File: src/rtl/vreg_read_collector.sv
// vreg_read_collector: latches a batch of vector register reads, steers bank grants and returns the collected operand set.
module vreg_read_collector #(
    parameter int PORT_NUM       = 5,
    parameter int BANK_NUM       = 4,
    parameter int READ_BANK_PORT = 2,
    parameter int ADDR_WIDTH     = 6,
    parameter int DATA_WIDTH     = 128
) (
    input  logic                                          clk,
    input  logic                                          rst_n,
    input  logic                                          flush,
    input  logic                                          req_valid,
    output logic                                          req_ready,
    input  logic [PORT_NUM-1:0]                           req_port_en,
    input  logic [PORT_NUM*ADDR_WIDTH-1:0]                req_addr,
    output logic [PORT_NUM*ADDR_WIDTH-1:0]                vreg_addr,
    output logic [PORT_NUM-1:0]                           vreg_read_select,
    input  logic [BANK_NUM*PORT_NUM-1:0]                  bank_read_select,
    input  logic [BANK_NUM*READ_BANK_PORT*PORT_NUM-1:0]   prio_idx,
    input  logic [BANK_NUM*READ_BANK_PORT*DATA_WIDTH-1:0] bank_rdata,
    output logic                                          rsp_valid,
    output logic [PORT_NUM*DATA_WIDTH-1:0]                rsp_data,
    input  logic                                          rsp_ready
);
    localparam int RP = BANK_NUM * READ_BANK_PORT;
    typedef enum logic [1:0] {IDLE, COLLECT, DRAIN, RESP} state_t;
    state_t                         state_q, state_d;
    logic [PORT_NUM-1:0]            port_en_q, port_en_d, served_q, served_d, grant;
    logic [PORT_NUM*ADDR_WIDTH-1:0] addr_q, addr_d;
    logic [PORT_NUM*DATA_WIDTH-1:0] buf_q, buf_d;
    logic [RP*PORT_NUM-1:0]         gnt_q, gnt_d;
    logic                           gnt_vld_q, gnt_vld_d;
    logic                           dup, prio_bad;
    always_comb begin
        grant    = '0;
        dup      = 1'b0;
        prio_bad = 1'b0;
        for (int b = 0; b < BANK_NUM; b++) begin
            dup   = dup | (|(grant & bank_read_select[b*PORT_NUM +: PORT_NUM]));
            grant = grant | bank_read_select[b*PORT_NUM +: PORT_NUM];
        end
        for (int i = 0; i < RP; i++)
            prio_bad = prio_bad | !$onehot0(prio_idx[i*PORT_NUM +: PORT_NUM]);
    end
    always_comb begin
        state_d   = state_q;
        port_en_d = port_en_q;
        served_d  = served_q;
        addr_d    = addr_q;
        buf_d     = buf_q;
        gnt_d     = gnt_q;
        gnt_vld_d = 1'b0;
        if (gnt_vld_q)
            for (int i = 0; i < RP; i++)
                for (int j = 0; j < PORT_NUM; j++)
                    if (gnt_q[i*PORT_NUM + j])
                        buf_d[j*DATA_WIDTH +: DATA_WIDTH] = bank_rdata[i*DATA_WIDTH +: DATA_WIDTH];
        case (state_q)
            IDLE: if (req_valid) begin
                addr_d    = req_addr;
                port_en_d = req_port_en;
                served_d  = '0;
                buf_d     = '0;
                state_d   = |req_port_en ? COLLECT : RESP;
            end
            COLLECT: begin
                served_d  = served_q | grant;
                gnt_d     = prio_idx;
                gnt_vld_d = 1'b1;
                state_d   = (((served_q | grant) & port_en_q) == port_en_q) ? DRAIN : COLLECT;
            end
            DRAIN:   state_d = RESP;
            default: state_d = rsp_ready ? IDLE : RESP;
        endcase
        if (flush) begin
            state_d   = IDLE;
            served_d  = '0;
            gnt_vld_d = 1'b0;
        end
    end
    always_ff @(posedge clk or negedge rst_n) begin
        if (!rst_n) begin
            state_q   <= IDLE;
            port_en_q <= '0;
            served_q  <= '0;
            addr_q    <= '0;
            buf_q     <= '0;
            gnt_q     <= '0;
            gnt_vld_q <= 1'b0;
        end else begin
            state_q   <= state_d;
            port_en_q <= port_en_d;
            served_q  <= served_d;
            addr_q    <= addr_d;
            buf_q     <= buf_d;
            gnt_q     <= gnt_d;
            gnt_vld_q <= gnt_vld_d;
        end
    end
    assign req_ready        = state_q == IDLE;
    assign rsp_valid        = state_q == RESP;
    assign rsp_data         = buf_q;
    assign vreg_addr        = addr_q;
    assign vreg_read_select = (state_q == COLLECT) ? (~port_en_q | served_q) : '1;
    a_no_dup_grant: assert property (@(posedge clk) disable iff (!rst_n) state_q == COLLECT |-> !dup);
    a_no_stale_grant: assert property (@(posedge clk) disable iff (!rst_n)
        state_q == COLLECT |-> (grant & (served_q | ~port_en_q)) == '0);
    a_prio_onehot: assert property (@(posedge clk) disable iff (!rst_n) state_q == COLLECT |-> !prio_bad);
endmodule

File: config.mk
export PLATFORM = sky130hd
export DESIGN_NAME = vreg_read_collector
export DESIGN_NICKNAME = d
export VERILOG_FILES = /design/src/rtl/vreg_read_collector.sv
export SDC_FILE = /design/constraint.sdc
export NUM_CORES = 2
export LEC_CHECK = 0
export CAP_MARGIN = 40
export CORE_AREA = 4 4 701 703
export CTS_CLUSTER_SIZE = 16
export DETAILED_ROUTE_END_ITERATION = 10
export DIE_AREA = 0 0 705 707
export GPL_TIMING_DRIVEN = 1
export PLACE_DENSITY = 0.33
export SETUP_SLACK_MARGIN = 0.3
export SYNTH_ARGS = -nofsm -noshare
export SYNTH_HDL_FRONTEND = slang
export SYNTH_SLANG_ARGS = --single-unit
File: constraint.sdc
create_clock -name clk -period 2 [get_ports clk]
set_input_delay 0.2 -clock clk [delete_from_list [all_inputs] [get_ports clk]]
set_output_delay 0.2 -clock clk [all_outputs]
set_load 0.03 [all_outputs]
* Word-level counts from Yosys, hierarchy flattened
Index checks and enable logic that the tools add are counted.
Cells by class: equal/unequal tests 5, muxes and demuxes 55, bitwise logic cells 7, reductions and logical operators 5
Operator list (number):
- 128-bit two-way mux | 40
- 640-bit two-way mux | 3
- 5-bit bitwise OR | 5
- 5-bit two-way mux | 3
- 2-bit two-way mux | 5
- 5-bit case mux with 2 select lines | 1
- 2-bit case mux with 3 select lines | 1
- 5-bit AND | 1
- 5-bit equality test | 1
- 5-bit NOT | 1
- 5-bit OR reduction | 1
- 2-bit equality test, second input constant | 2
- 2-bit AND reduction | 2
- 3-bit != test, second input constant | 1
- 3-bit nonzero test | 1
- 2-bit by 1-bit equality test with 1-bit output, second input constant | 1
- 2-bit zero test | 1
- 1-bit two-way mux | 2
Storage, ports and cells: bits in registers 723, logic and storage cells 79, bits of input ports 1124, output and inout bits 677

* Logic depth before layout (Yosys ltp)
depth in word-level cells 11, depth in mapped cells 8, depth with buffers taken out 4

* Least setup slack after synthesis
Ideal clock, no wire load.
kind register to register, start point register state_q[1], end point register served_q[1], library setup time 0.121 ns, path buffers 3, clock period less this slack 1.932 ns, data arrival time 1.811 ns, path slack 0.068 ns, stages on the path, launching flop included 8, required time 1.879 ns, cells stage by stage dfrtp_1 -> nor2_1 -> nand2_1 -> buf_2 -> buf_2 -> buf_2 -> a22oi_1 -> nor2_1
On the way: word-level cells in the longest chain between the ends 3, elaborated cells between the ends (all ways) 7, classes of those cells 2 x eq/ne; 2 x mux; 3 x reduce/logical
RTL lines:
- start: declaration | line 27 | state_t state_q, state_d;
- start signal: assignment | line 91 | state_q <= state_d;
- 2-bit zero test *
- net req_ready | line 13 | output logic req_ready,
- 5-bit case mux with 2 select lines (tied with other cells) | line 58 | case (state_q)
- 5-bit two-way mux / 2-bit AND reduction (equally long branches)
- end signal: assignment | line 93 | served_q <= served_d;
- end: declaration | line 28 | logic [PORT_NUM-1:0] port_en_q, port_en_d, served_q, served_d, grant;
Mark *: on every way through the listed nets, which the timed path passes. The rest lies on a longest branch. A chain may end at the register's enable or synchronous reset.

* Worst setup path in the final report
start point register state_q[1], end point output vreg_read_select[1]
On the way: word-level cells in the longest chain between the ends 2
RTL lines:
- 2-bit by 1-bit equality test with 1-bit output | line 104 | assign vreg_read_select = (state_q == COLLECT) ? (~port_en_q | served_q) : '1;
- 5-bit two-way mux | line 104
- end: declaration | line 17 | output logic [PORT_NUM-1:0] vreg_read_select,
Every way passes these cells.

==> summary.txt <==
Floorplanning
  – Core region area: between 400000 and 500000 µm²
  – Die Wd: 705 µm
  – Row count: 256
  – Initial Utilization: 0.166
  – Total die area: 498000 µm²
  – Height of the die: 707 µm
  – # IOs: 1801

Drt
  – Met2 Wirelength: around 360 mm
  – Antenna viol nets, final: 0
  – Top Layer Used: met5
  – DRC: 0
  – Met3 Routed Length: 58.2 mm
  – Met1 wire length: around 310 mm
  – Drt wl/cell: 39.4 µm
  – Final wirelength: slightly below 800 mm
  – Via count: approximately 110k
  – Initial DRC count: 12600
  – DR vias/cell: 5.58
  – Pre-antenna DRT Iters: 10

Setup path
  – Max stage delay on crit path: 0.42 ns
  – CP max stage cell: dfrtp_2
  – CP required: 1.80 ns
  – CP max FO: 7
  – Worst Setup Path Type: flip-flop to primary output
  – CP Capture Type: primary output
  – Critical-path cell list: buf_6 -> nor2b_4 -> nand3b_1 -> buf_6
  – Cell mode on critical path: buf_6
  – Startpoint type of the worst setup path: flip-flop
  – Worst endpoint data arrival time: 2.20 ns
  – Reg2reg path depth: 11

GRT
  – GRT Overall Usage: 0.291
  – Largest net degree at the start of global routing: 89
  – First-pass GRT wire length: 1010 mm
  – Number of global-route vias before repair: around 110k
  – Remaining Overflow, GRT: 0
  – Initial antenna violation count: ~90

STA
  – Max Transition Viols Final: 0
  – RSZ-0062 raised after global routing: yes
  – Clock Skew: around 0.084 ns
  – Final Hold Fails: 0
  – Slew of the pin with the lowest slew margin: between 0.8 and 0.9 ns
  – Final setup fails: 570
  – Fin crit share: 1.20
  – Final worst slack: -0.396 ns
  – Rel. slew slack: 0.459
  – Final min period: 2.40 ns
  – Fmax: 417 MHz

Placement
  – I/O Buffers: 1800
  – Routability congestion estimate: slightly below 0.9
  – DP Area: 116000 µm²
  – Hpwl dp: ~590 mm
  – Post-Place Cells: 19200
  – Pre-CTS setup slack: -0.247 ns

Synthesis
  – Largest family of logic cells by synthesized area: compound AO/OA/AOI/OAI gates
  – Syn avg cell area: 7.39 µm²
  – Number of flops mapped to enable cells by yosys: 0
  – Synth unique cells: 45
  – Syn_nets: 12000
  – Async S/R FF share, synth: 1.00
  – Yosys warning total: 0
  – Seq/Total Area, Yosys: 0.225
  – Compound-Gate Fraction of Synth Area: 0.316
  – Ys flop type: dfrtp_1
  – Post-synthesis xor/xnor area fraction: 0
  – Synthesis-stage register bit count: around 720
  – Simple-Gate Fraction of Synth Area: 0.293
  – Mux cell area share after synthesis: 0.0818
  – Syn Std Cell Area: 80300 µm²
  – Syn Inst Count: 10900
  – Synth Area in Adders: 0

Layout
  – Most frequent cells in the layout: nand2_1 (2003), buf_4 (1516), clkdlybuf4s50_1 (1130)
  – Commonest non-fill, non-tap cell in the layout: nand2_1
  – Share of cells above drive strength 1: 0.274
  – Final core occ: 0.273
  – Final Non-Filler Cells: about 20000
  – Layout fillers: 52500
  – Area Overhead vs Synth: 64.8%
  – Final instance area: 132000 µm²
  – Final nets: 14600

Flow run
  – Max-Cap Viols: 0

Power and ir drop
  – Net Sw Frac: 0.538
  – Clock power frac: 0.139
  – Leakage Power: 0.0498 µW
  – Worst VDD drop: between 0.7 and 0.8 mV
  – Tot Pwr: 182000 µW
  – Pwr/cell area: between 1000 and 1500 nW/µm²
  – Combinational share of power: 0.722
  – Seq pwr share: 0.139
  – Net Sw Power: ~98000 µW
  – Int Pwr: 83900 µW

Clock tree
  – Clock Tree Root: clkbuf_16
  – Clk_lat worst skew: 0.89 ns
  – Sink Count: 723
  – CTS max path bufs: 4
  – Worst-path clk slew: 0.07 ns
  – TritonCTS clock tree: done
  – CTS Buf Count: 135
  – H-tree levels: 4

Outcome
  – Failing checks: setup timing
  – Status: complete, but fails checks

Min path
  – Hold Path Class: input port to flip-flop
  – Hold-critical path depth: 3
-- final cells by class --
class | count | area [µm²] | area share
Multi-Input combinational cell | 8609 | 58100 | 0.439
Timing Repair Buffer | 3904 | 42700 | 0.323
Sequential cell | 723 | 18500 | 0.140
Tap cell | 6450 | 8070 | 0.0610
Clock buffer | 210 | 4010 | 0.0303
Inverter | 130 | 503 | 0.00380
Clock inverter | 24 | 342 | 0.00258
Antenna cell | 40 | 100 | 0.000756
-- power groups by stage --
stage,Sequential (µW),Combinational [µW],Clock [µW]
3_5_place_dp,25200,114000,0
2_1_floorplan,28400,47500,0
4_1_cts,25300,122000,26000
5_1_grt,25500,136000,26300
6_report,25200,131000,25300
3_3_place_gp,25300,115000,0
-- cells in the mapped netlist, drive strengths merged, types with 391 or more instances --
cell	number	area share
nand2	2006	0.094
clkbuf	987	0.046
dfrtp	723	0.23
a21oi	645	0.040
a211oi	521	0.049
nor3b	521	0.049
o21ai	519	0.032
nor2	518	0.024
nand3b	516	0.048
mux2i	512	0.064
a311oi	508	0.056
o2111ai	508	0.055
buf	411	0.032
nor2b	391	0.030
-- metrics by stage --
stage	setup TNS (ns)	hold WS [ns]
floorplan	0	-0.0956
global placement	-38.32	0.0112
detailed placement	-37.40	0.00827
CTS	-53.91	0.00408
global route	-107.86	0.0280
finish	-72.52	0.0926
-- routing by layer --
metal,track usage,vias to the layer above
met4,0.168,30
met2,0.480,6258
met5,0,-
met3,0.0520,1411
li1,-,47000
met1,0.355,57300
-- kinds of logic (layout without fill, tap and decap cells) --
logic type             Yosys count  count (layout)
AOI/OAI and AO/OA             3484            3484
buffers and inverters         1528            4268
DFF                            723             723
muxes                          640             640
other                            0              40
and+or+nand+nor               4485            4485
-- worst max-delay path, delay by kind of cell (launching register included) --
family	cells	cell delay (ns)
and+or+nand+nor	2	0.51
buffers and inverters	2	0.37
DFF	1	0.42
-- state kept, by name, indices dropped and copies added (netlist names) --
signal and cells:
served_q 5, vreg_addr 30, state_q 2, port_en_q 5, rsp_data 640, gnt_vld_q 1
gnt_q 40
-- final timing paths --
| check | startpoint | end | slack, ns |
|---|---|---|---|
| setup / recovery | state_q[1]$_DFFE_PN0P_ | vreg_read_select[1] | -0.40 |
| hold / removal | prio_idx[20] | gnt_q[20]$_DFFE_PN0N_ | 0.09 |
| setup reg to reg | gnt_q[32]$_DFFE_PN0N_ | rsp_data[321]$_DFF_PN0_ | -0.36 |
| hold reg to reg | vreg_addr[1]$_DFFE_PN0P_ | vreg_addr[1]$_DFFE_PN0P_ | 0.48 |
| max in group asynchronous | rst_n | rsp_data[376]$_DFF_PN0_ | 0.27 |
| min in group asynchronous | rst_n | rsp_data[1]$_DFF_PN0_ | 0.16 |
-- repair_timing --
action / in CTS / in global routing
hold buffers: 66 / 0
cloned: 24 / 58
setup buffers: 389 / 114
gates resized for setup: 3946 / 611
endpoints found under the hold margin: 787 / 0
endpoints found under the setup margin: 1319 / 1196
pin swaps: 60 / 171
No activity file was read; power rests on OpenSTA's default activity.
